**config.mk**
```make
export PLATFORM = sky130hd
export DESIGN_NAME = tracker_query_arbiter
export DESIGN_NICKNAME = d
export VERILOG_FILES = /design/src/rtl/tracker_query_arbiter_pkg.sv /design/src/rtl/tracker_query_arbiter_rr_priority_picker.sv /design/src/rtl/tracker_query_arbiter.sv
export SDC_FILE = /design/constraint.sdc
export NUM_CORES = 1
export LEC_CHECK = 0
export ABC_CLOCK_PERIOD_IN_PS = 4500
export CORE_ASPECT_RATIO = 1.2
export CORE_MARGIN = 1
export CORE_UTILIZATION = 36
export DETAILED_ROUTE_END_ITERATION = 7
export PLACE_DENSITY = 0.87
export SLEW_MARGIN = 25
export SYNTH_ARGS = -nofsm -noshare
export SYNTH_HDL_FRONTEND = slang
export SYNTH_SLANG_ARGS = --single-unit
```
**constraint.sdc**
```tcl
create_clock -name clk -period 4.5 [get_ports clk]
set_clock_uncertainty 0.05 [all_clocks]
set_input_delay 0.45 -clock clk [delete_from_list [all_inputs] [get_ports clk]]
set_output_delay 0.45 -clock clk [all_outputs]
set_load 0.02 [all_outputs]
```
**src/rtl/tracker_query_arbiter_pkg.sv**
```systemverilog
// rtl/tracker_query_arbiter_pkg.sv - shared types for the tracker query arbiter
package tracker_query_arbiter_pkg;

  // Default timestamp width used by the pipeline-stage trackers
  localparam int TRACE_TIME_WIDTH = 32;

  // Signed counter timestamp as seen by every stage tracker
  typedef logic signed [TRACE_TIME_WIDTH-1:0] trace_time_t;

  // Query sequencer states
  typedef enum logic [1:0] {
    ST_IDLE    = 2'd0,
    ST_ISSUE   = 2'd1,
    ST_WAIT    = 2'd2,
    ST_RESPOND = 2'd3
  } query_state_t;

endpackage

```
**src/rtl/tracker_query_arbiter_rr_priority_picker.sv**
```systemverilog
// rtl/tracker_query_arbiter_rr_priority_picker.sv - combinational round-robin winner search
module rr_priority_picker #(
  parameter int NUM_REQ = 4,
  parameter int IDX_W   = (NUM_REQ > 1) ? $clog2(NUM_REQ) : 1
) (
  input  logic [NUM_REQ-1:0] req_valid,
  input  logic [IDX_W-1:0]   last_grant,
  output logic [IDX_W-1:0]   winner,
  output logic               any
);

  logic [IDX_W:0]   sum;
  logic [IDX_W-1:0] idx;

  // Scan offsets from farthest to nearest so the nearest set bit after last_grant wins
  always_comb begin
    winner = last_grant;
    sum    = '0;
    idx    = '0;
    for (int off = NUM_REQ; off >= 1; off--) begin
      sum = {1'b0, last_grant} + (IDX_W+1)'(off);
      if (sum >= (IDX_W+1)'(NUM_REQ)) begin
        sum = sum - (IDX_W+1)'(NUM_REQ);
      end
      idx = sum[IDX_W-1:0];
      if (req_valid[idx]) begin
        winner = idx;
      end
    end
  end

  // Any pending request at all
  always_comb begin
    any = |req_valid;
  end

endmodule

```
**src/rtl/tracker_query_arbiter.sv**
```systemverilog
// rtl/tracker_query_arbiter.sv - round-robin sharing of one signal_tracker query port
module tracker_query_arbiter
  import tracker_query_arbiter_pkg::*;
#(
  parameter int NUM_REQ    = 4,
  parameter int TIME_WIDTH = 32,
  parameter int LATENCY    = 1
) (
  input  logic                          clk,
  input  logic                          rst,
  input  logic [NUM_REQ-1:0]            req_valid,
  input  logic [NUM_REQ*TIME_WIDTH-1:0] req_start,
  input  logic [NUM_REQ*TIME_WIDTH-1:0] req_end,
  output logic [NUM_REQ-1:0]            req_ready,
  output logic [NUM_REQ-1:0]            resp_valid,
  output logic                          resp_hit,
  output logic [2*TIME_WIDTH-1:0]       range_o,
  output logic                          recalculate_o,
  input  logic                          range_i,
  output logic                          busy
);

  localparam int IDX_W = (NUM_REQ > 1) ? $clog2(NUM_REQ) : 1;
  localparam int CNT_W = (LATENCY > 1) ? $clog2(LATENCY + 1) : 1;

  localparam logic [CNT_W-1:0]   CNT_LOAD    = CNT_W'(LATENCY);
  localparam logic [CNT_W-1:0]   CNT_LAST    = CNT_W'(1);
  localparam logic [IDX_W-1:0]   GRANT_RESET = IDX_W'(NUM_REQ - 1);
  localparam logic [NUM_REQ-1:0] ONE_BIT     = NUM_REQ'(1);

  query_state_t state;
  query_state_t state_next;
  logic [IDX_W-1:0] last_grant;
  logic [CNT_W-1:0] wait_cnt;

  logic [IDX_W-1:0] winner;
  logic             any_req;

  logic signed [TIME_WIDTH-1:0] start_arr [NUM_REQ];
  logic signed [TIME_WIDTH-1:0] end_arr   [NUM_REQ];
  logic signed [TIME_WIDTH-1:0] win_start;
  logic signed [TIME_WIDTH-1:0] win_end;
  logic                         win_illegal;
  logic [NUM_REQ-1:0]           win_onehot;
  logic [NUM_REQ-1:0]           held_onehot;

  logic [NUM_REQ-1:0]      req_ready_next;
  logic [NUM_REQ-1:0]      resp_valid_next;
  logic                    resp_hit_next;
  logic [2*TIME_WIDTH-1:0] range_next;
  logic                    recalc_next;
  logic                    busy_next;

  for (genvar g = 0; g < NUM_REQ; g++) begin : g_unpack
    assign start_arr[g] = req_start[g*TIME_WIDTH +: TIME_WIDTH];
    assign end_arr[g]   = req_end[g*TIME_WIDTH +: TIME_WIDTH];
  end

  rr_priority_picker #(
    .NUM_REQ (NUM_REQ),
    .IDX_W   (IDX_W)
  ) u_picker (
    .req_valid  (req_valid),
    .last_grant (last_grant),
    .winner     (winner),
    .any        (any_req)
  );

  // Winner's window, its legality and the one-hot masks for current and held grant
  always_comb begin
    win_start   = start_arr[winner];
    win_end     = end_arr[winner];
    win_illegal = win_start[TIME_WIDTH-1] || (win_start > win_end);
    win_onehot  = ONE_BIT << winner;
    held_onehot = ONE_BIT << last_grant;
  end

  // State register, grant pointer and lookup-latency counter
  always_ff @(posedge clk or posedge rst) begin
    if (rst) begin
      state      <= ST_IDLE;
      last_grant <= GRANT_RESET;
      wait_cnt   <= '0;
    end else begin
      state <= state_next;
      if (state == ST_IDLE && any_req) begin
        last_grant <= winner;
      end
      if (state == ST_ISSUE) begin
        wait_cnt <= CNT_LOAD;
      end else if (state == ST_WAIT) begin
        wait_cnt <= wait_cnt - 1'b1;
      end
    end
  end

  // Next-state: illegal windows skip the tracker entirely
  always_comb begin
    state_next = state;
    case (state)
      ST_IDLE: begin
        if (any_req) begin
          state_next = win_illegal ? ST_RESPOND : ST_ISSUE;
        end
      end
      ST_ISSUE: begin
        state_next = ST_WAIT;
      end
      ST_WAIT: begin
        if (wait_cnt == CNT_LAST) begin
          state_next = ST_RESPOND;
        end
      end
      ST_RESPOND: begin
        state_next = ST_IDLE;
      end
      default: begin
        state_next = ST_IDLE;
      end
    endcase
  end

  // Next output values, computed one cycle ahead so every output is a flop
  always_comb begin
    req_ready_next  = '0;
    resp_valid_next = '0;
    resp_hit_next   = 1'b0;
    recalc_next     = 1'b0;
    range_next      = range_o;
    busy_next       = (state_next != ST_IDLE);
    case (state)
      ST_IDLE: begin
        if (any_req) begin
          req_ready_next = win_onehot;
          if (win_illegal) begin
            resp_valid_next = win_onehot;
          end else begin
            recalc_next = 1'b1;
            range_next  = {win_start, win_end};
          end
        end
      end
      ST_WAIT: begin
        if (wait_cnt == CNT_LAST) begin
          resp_valid_next = held_onehot;
          resp_hit_next   = range_i;
        end
      end
      default: begin
      end
    endcase
  end

  // Output registers; reset drops every pulse immediately
  always_ff @(posedge clk or posedge rst) begin
    if (rst) begin
      req_ready     <= '0;
      resp_valid    <= '0;
      resp_hit      <= 1'b0;
      range_o       <= '0;
      recalculate_o <= 1'b0;
      busy          <= 1'b0;
    end else begin
      req_ready     <= req_ready_next;
      resp_valid    <= resp_valid_next;
      resp_hit      <= resp_hit_next;
      range_o       <= range_next;
      recalculate_o <= recalc_next;
      busy          <= busy_next;
    end
  end

endmodule
```
==> impl_metrics.toml, run 1 <==
[outcome]
outcome = "complete, but fails checks"
failed_checks = "negative setup slack"

[placement]
place_ws_ns = -0.472
numPortBuffers = 337
placed_cells = 1363
place_hpwl_um = 19600
gp_routability_congestion = 0.943

[timing]
grt_setup_unrepaired = "yes"
finalCritPeriodShare = 1.04
final_hold_viol_count = 0
final-setup-viol-count = 59
maxSlewHeadroom = 0.524
fmaxAchievable_ghz = 0.214
maxSlewViolCount = 0
worst-slew-pin-transition_ns = 0.715
layout_min_cycle_time_ns = 4.67
layout_setup_ws_ns = -0.167
fin_tns_setup_ns = -6.79

[global_route]
most_crowded_layer_after_global_routing = "met2"
grtUsageTotal = 0.269
use_met1 = 0.300
grt.met2_usage = 0.492
met3_usage = 0.0505
grt_remaining_overflow = 0
antenna_found_initial = 0
global_route_wire_length_before_repair_um = 35900
largest_net_degree_at_the_start_of_global_routing = 44
first_global_vias = 7149

[floorplan]
height_of_the_chip_um = 145
die_w_um = 121
std_cell_rows = 51
io-pin-count = 338
core_um2 = 16400
initial_util = 0.372
floorplan.die_area_um2 = 17500

[logic_synthesis]
syn-num-nets = 1073
async_flop_share = 1.00
synth_top_flop_cell = "sky130_fd_sc_hd__dfrtp_1"
post_synth_and_or_nand_nor_area_fraction = 0.241
synth_adder_area_share = 0.0800
synthesis.instances = 771
synth_compound_area_frac = 0.169
ys_top_cells_by_area = "sky130_fd_sc_hd__dfrtp_1 (32%), sky130_fd_sc_hd__nand2_1 (8.7%), sky130_fd_sc_hd__ha_1 (8.0%)"
yosysMostFrequentCell = "sky130_fd_sc_hd__nand2_1"
synth_sequential_area_ratio = 0.329
avgSynthCellArea_um2 = 7.91
yosys.area_share.xor_xnor = 0
mux_cell_area_share_after_synthesis = 0.113
syn_std_cell_area_um2 = 6100
yosysWarnings = 0
largest_family_of_logic_cells_by_synthesized_area = "simple AND/OR/NAND/NOR gates"
synth_top_area_frac = 0.320
synth-seq-cells = 80
synth.cells.most_frequent = "sky130_fd_sc_hd__nand2_1 (141), sky130_fd_sc_hd__nor2_1 (111), sky130_fd_sc_hd__dfrtp_1 (78), sky130_fd_sc_hd__inv_1 (42), sky130_fd_sc_hd__o21ai_0 (40)"
netlist.top_cell.by_area = "sky130_fd_sc_hd__dfrtp_1"
synth-edff-count = 0
yosysUniqueCellTypes = 52

[cells_and_area]
fillers = 1267
num-nets-final = 1473
final_cell_count_no_fill = 1387
area_growth_syn_to_layout_pct = 79.1
drive_gt1_frac = 0.154
final_util = 0.666

[cts]
number_of_h_tree_levels = 3
reg_clk_slew_reported_paths_ns = 0.06
cts_root_buffer = "sky130_fd_sc_hd__clkbuf_16"
cts.sink_count = 80
clk-insertion-delay-late_ns = 0.34
clock_tree_buffer_depth = 2
clock_tree_from_tritoncts = "built"
numCtsBuffers = 9

[pwr]
pint_mw = 5.52
power.net_switching_mw = 4.97
combPwrFrac = 0.809
sequentialPowerShare = 0.124
power_density_normalized_to_cell_area_nw_per_um2 = 960
clock_share_of_power = 0.068
peakVddDrop_mv = 0.560
power.switching_fraction = 0.474
p_leak_nw = 4.75

[worst_setup_path]
path_max_fanout = 31
critical-path-top-cell-by-count = "sky130_fd_sc_hd__buf_12"
worstReg2RegStart = "last_grant[0]$_DFFE_PP1P_"
crit_buf_inv = 6
critical_path.top_delay_family = "compound AO/OA/AOI/OAI gates"
timing.critical_path.arrival_ns = 4.84
cp_data_required_time_ns = 4.68
crit_chain = "inv_2 -> ha_4 -> buf_4 -> a211oi_4 -> a22oi_2 -> buf_12 -> buf_12 -> a211oi_1 -> a31oi_1 -> ha_1 -> a21oi_1 -> o21ai_0 -> a221oi_1 -> a21bo_2 -> o211ai_1 -> a21oi_4 -> buf_12 -> clkbuf_16 -> mux2_2"
critical_path_source = "last_grant[0]$_DFFE_PP1P_"
worst_setup_path_start_kind = "flop"
r2r_path_end = "range_o[60]$_DFFE_PP0P_"
worst_r2r_path_depth = 19
critical_path_class = "reg2reg"
critPathCaptureType = "flop"
rrSetupSlack_ns = -0.17
timing.critical_path.to = "range_o[60]$_DFFE_PP0P_"
crit_path_top_delay_cell = "sky130_fd_sc_hd__dfstp_2"
max_stage_delay_ns = 0.54
critical_path_depth = 19

[routing]
firstDrtPassIters = 6
vias = 7187
total_routed_length_um = 24900
remaining_drc_errors = 0
drt-initial-drc-count = 350
avgViaCountPerCell = 5.18
routed_wire_length_per_instance_um = 17.9
antenna_viol_nets_final = 0

[job]
max_cap_violations = 0

[hold_path]
hold_class = "reg2reg"
whs_path_depth = 1
-- power groups by stage --
| stage | sequential, mW | combinational [mW] | clock (mW) |
|---|---|---|---|
| floorplan | 1.65 | 4.23 | 0 |
| global placement | 1.29 | 7.74 | 0 |
| detailed placement | 1.29 | 7.97 | 0 |
| CTS | 1.29 | 8.13 | 0.726 |
| global route | 1.33 | 9.22 | 0.747 |
| finish | 1.29 | 8.48 | 0.711 |
-- kinds of logic after synthesis --
group / Yosys count
and+or+nand+nor: 342
buffers and inverters: 92
DFF: 80
adders and majority gates: 39
AOI/OAI and AO/OA: 153
muxes: 65
-- metal layers --
metal  vias up  wire [µm]  part of all wire
li1       3449          -                 -
met1      3356       9370              0.38
met2       326      12800              0.51
met3        56       1790             0.072
met4         0        918             0.037
met5         -          0                 0
-- how the worst min path moves through the flow --
stage,from,to,slack (ns)
2_1_floorplan,wait_cnt$_DFFE_PP0P_,wait_cnt$_DFFE_PP0P_,0.46
3_3_place_gp,range_o[35]$_DFFE_PP0P_,range_o[35]$_DFFE_PP0P_,0.42
3_5_place_dp,range_o[35]$_DFFE_PP0P_,range_o[35]$_DFFE_PP0P_,0.43
4_1_cts,range_o[36]$_DFFE_PP0P_,range_o[36]$_DFFE_PP0P_,0.45
5_1_grt,range_o[34]$_DFFE_PP0P_,range_o[34]$_DFFE_PP0P_,0.45
6_report,range_o[36]$_DFFE_PP0P_,range_o[36]$_DFFE_PP0P_,0.44
-- sequential cells by signal (all words and copies together), names as in the netlist --
signal         count
busy               1
last_grant         2
range_o           64
recalculate_o      1
req_ready          4
resp_hit           1
resp_valid         4
state              2
wait_cnt           1
-- final cells by class --
cell class / instances / area [µm²] / share of cell area
diodes: 1 / 2.50 / 0.000229
clock buffers: 10 / 229 / 0.0210
clock inverters: 4 / 47.5 / 0.00435
inverters: 42 / 159 / 0.0145
multi-input cells: 600 / 3880 / 0.355
flip-flops and latches: 80 / 2000 / 0.183
well taps: 212 / 265 / 0.0243
repair buffers: 438 / 4330 / 0.397
-- per-stage QoR --
stage | total power [mW] | hold slack [ns] | cell area, µm²
final | 10.5 | 0.437 | 10900
after global routing | 11.3 | 0.454 | 10900
after CTS | 10.1 | 0.447 | 10700
after detailed placement | 9.27 | 0.426 | 10400
after global placement | 9.03 | 0.420 | 10400
after floorplan | 5.88 | 0.457 | 6150
-- what timing repair did --
| action | 4_1_cts | 5_1_grt |
|---|---|---|
| resized for setup | 17 | 23 |
| hold buffers | 0 | 0 |
| setup buffers | 2 | 4 |
| pin swaps | 4 | 11 |
| endpoints found under the setup margin | 66 | 70 |
| cloned | 0 | 3 |
-- layout by cell type (no fill, tap or decap), types with 4 or more instances in the layout --
cell type,n
sky130_fd_sc_hd__a21o_1,6
sky130_fd_sc_hd__o21ai_0,32
sky130_fd_sc_hd__nand4_1,4
sky130_fd_sc_hd__ha_1,38
sky130_fd_sc_hd__mux2_2,26
sky130_fd_sc_hd__mux2_1,6
sky130_fd_sc_hd__a21oi_1,15
sky130_fd_sc_hd__clkbuf_16,11
sky130_fd_sc_hd__clkdlybuf4s50_1,337
sky130_fd_sc_hd__a211oi_2,8
sky130_fd_sc_hd__a211oi_1,22
sky130_fd_sc_hd__buf_4,81
sky130_fd_sc_hd__nand2_1,140
sky130_fd_sc_hd__buf_6,6
sky130_fd_sc_hd__and2_1,31
sky130_fd_sc_hd__nand3_1,32
sky130_fd_sc_hd__a22o_1,4
sky130_fd_sc_hd__inv_1,40
sky130_fd_sc_hd__buf_12,11
sky130_fd_sc_hd__dfrtp_1,78
sky130_fd_sc_hd__mux2i_1,32
sky130_fd_sc_hd__nor2_1,111
sky130_fd_sc_hd__o21ai_1,7
sky130_fd_sc_hd__a31oi_2,4
sky130_fd_sc_hd__a31oi_1,28
sky130_fd_sc_hd__nand2b_1,5
No activity file was read; power rests on OpenSTA's default activity.
==> run 2, diff against run 1 <==
Settings changed: SLEW_MARGIN 25 to 5.
==> results of run 2 <==
Same layout as run 1: the final DEF is identical, and so are final timing and power.
==> run 3, diff against run 2 <==
==> constraint.sdc (replaced) <==
create_clock -name clk -period 4.5 [get_ports clk]
set_clock_uncertainty 0.05 [all_clocks]
set_input_delay 1.35 -clock clk [delete_from_list [all_inputs] [get_ports clk]]
set_output_delay 1.35 -clock clk [all_outputs]
set_load 0.02 [all_outputs]
==> impl_metrics.toml, run 3 (same netlist as run 1, synthesis figures left out) <==
[cells_and_area]
layout_top_registers = "range_o (64), req_ready (4), resp_valid (4)"
area_growth_syn_to_layout_pct = 97.6
max_flop_register = "range_o"
design_area_um2 = 12100
final_util = 0.735
final_cell_count_no_fill = 1434
final_common_cell = "sky130_fd_sc_hd__clkdlybuf4s50_1"
drive_gt1_frac = 0.225
mostFrequentLayoutCells = "sky130_fd_sc_hd__clkdlybuf4s50_1 (333), sky130_fd_sc_hd__nand2_1 (139), sky130_fd_sc_hd__nor2_1 (107)"
largest_register_ffs = 64
num-nets-final = 1516

[hold_path]
whs_path_depth = 1
hold_path_end = "range_o[56]$_DFFE_PP0P_"
hold_class = "reg2reg"
hold_start = "range_o[56]$_DFFE_PP0P_"

[timing]
layout_min_cycle_time_ns = 4.97
final-setup-viol-count = 66
layout_setup_ws_ns = -0.473
finalCritPeriodShare = 1.11
fmaxAchievable_ghz = 0.201
maxSlewViolCount = 0
final_hold_viol_count = 0
grt_setup_unrepaired = "yes"
maxSlewHeadroom = 0.677
hold-worst-slack_ns = 0.460
worst-slew-pin-transition_ns = 0.480
fin_tns_setup_ns = -25.67

[routing]
remaining_drc_errors = 0
firstDrtPassIters = 5
antenna_viol_nets_final = 0
drt-initial-drc-count = 407
routed_wire_length_per_instance_um = 20.0
vias = 7664
avgViaCountPerCell = 5.34
total_routed_length_um = 28600

[cts]
clock_tree_buffer_depth = 2
clock_tree_from_tritoncts = "built"
clk-insertion-delay-late_ns = 0.33
cts_root_buffer = "sky130_fd_sc_hd__clkbuf_16"
number_of_h_tree_levels = 3
numCtsBuffers = 9
reg_clk_slew_reported_paths_ns = 0.07
cts.sink_count = 80

[worst_setup_path]
cp_data_required_time_ns = 4.67
worst_setup_path_start_kind = "primary input"
rrSetupSlack_ns = -0.39
r2r_path_end = "range_o[51]$_DFFE_PP0P_"
worst_r2r_path_depth = 22
worstReg2RegStart = "last_grant[0]$_DFFE_PP1P_"
critical_path_source = "req_valid[2]"
path_max_fanout = 20
critical_path_class = "in2reg"
timing.critical_path.arrival_ns = 5.14
critPathCaptureType = "flop"

[floorplan]
initial_util = 0.372
height_of_the_chip_um = 145
io-pin-count = 338
core_um2 = 16400
die_w_um = 121
floorplan.die_area_um2 = 17500
std_cell_rows = 51

[global_route]
largest_net_degree_at_the_start_of_global_routing = 36
grtUsageTotal = 0.315
antenna_found_initial = 3
first_global_vias = 7900
grt_remaining_overflow = 0
use_met1 = 0.342
met3_usage = 0.0895
grt.met2_usage = 0.570
global_route_wire_length_before_repair_um = 41600
most_crowded_layer_after_global_routing = "met2"

[pwr]
p_leak_nw = 5.24
peakVddDrop_mv = 0.482
power_density_normalized_to_cell_area_nw_per_um2 = 1060
p_total_mw = 12.7

[placement]
numPortBuffers = 337
place_hpwl_um = 19200
placed_cells = 1368
gp_routability_congestion = 0.938
place_ws_ns = -1.19
dpl_cell_area_um2 = 10500

[outcome]
failed_checks = "negative setup slack"
outcome = "complete, but fails checks"

[job]
max_cap_violations = 0
==> run 3: timing repair <==
action | CTS | global route
pin swaps | 49 | 11
cloned | 15 | 2
hold endpoints to repair | 0 | 0
setup buffers | 31 | 6
hold buffers | 0 | 0
gates resized for setup | 143 | 32
setup endpoints to repair | 70 | 70
==> run 3: area by class of cell <==
class	instances	area, µm²
Multi-Input combinational cell	599	4240
Inverter	42	159
Tap cell	212	265
Timing Repair Buffer	482	5070
Sequential cell	80	2000
Clock inverter	6	67.6
Antenna cell	3	7.51
Fill cell	1120	4350
Clock buffer	10	239
==> run 3: report_power, final <==
part           switching, mW  total [mW]  leakage (nW)  internal (mW)
Sequential             0.206        1.30         0.935           1.09
Clock                  0.315       0.762         0.145          0.447
Combinational           5.36        10.7          4.16           5.33
==> run 3: worst max-delay path: stages <==
cell and delay [ns]:
sky130_fd_sc_hd__buf_6 0.11, sky130_fd_sc_hd__nand2b_4 0.14, sky130_fd_sc_hd__a211oi_4 0.33, sky130_fd_sc_hd__a22oi_2 0.15
sky130_fd_sc_hd__buf_6 0.17, sky130_fd_sc_hd__buf_12 0.16, sky130_fd_sc_hd__a211oi_2 0.29, sky130_fd_sc_hd__a31oi_2 0.09
sky130_fd_sc_hd__ha_1 0.32, sky130_fd_sc_hd__nand4_1 0.22, sky130_fd_sc_hd__nor4_4 0.26, sky130_fd_sc_hd__buf_4 0.16
sky130_fd_sc_hd__a41oi_2 0.10, sky130_fd_sc_hd__a21bo_2 0.21, sky130_fd_sc_hd__o211ai_1 0.13, sky130_fd_sc_hd__a21oi_4 0.19
sky130_fd_sc_hd__buf_6 0.12, sky130_fd_sc_hd__buf_6 0.12, sky130_fd_sc_hd__clkbuf_16 0.15, sky130_fd_sc_hd__mux2_2 0.33
==> run 3: how the worst max path moves through the flow <==
stage          depth (start not counted)                       to  slack (ns)
2_1_floorplan                         19   range_o[0]$_DFFE_PP0P_       -0.13
3_3_place_gp                          18  range_o[52]$_DFFE_PP0P_       -1.08
3_5_place_dp                          18  range_o[58]$_DFFE_PP0P_       -1.19
4_1_cts                               20  range_o[57]$_DFFE_PP0P_       -0.42
5_1_grt                               23  range_o[57]$_DFFE_PP0P_       -0.60
6_report                              20  range_o[51]$_DFFE_PP0P_       -0.47
==> run 3: metal layers <==
layer | vias up | share of wire
met5 | - | 0.00045
met1 | 3653 | 0.38
met2 | 383 | 0.51
met3 | 73 | 0.078
met4 | 2 | 0.035
li1 | 3553 | -
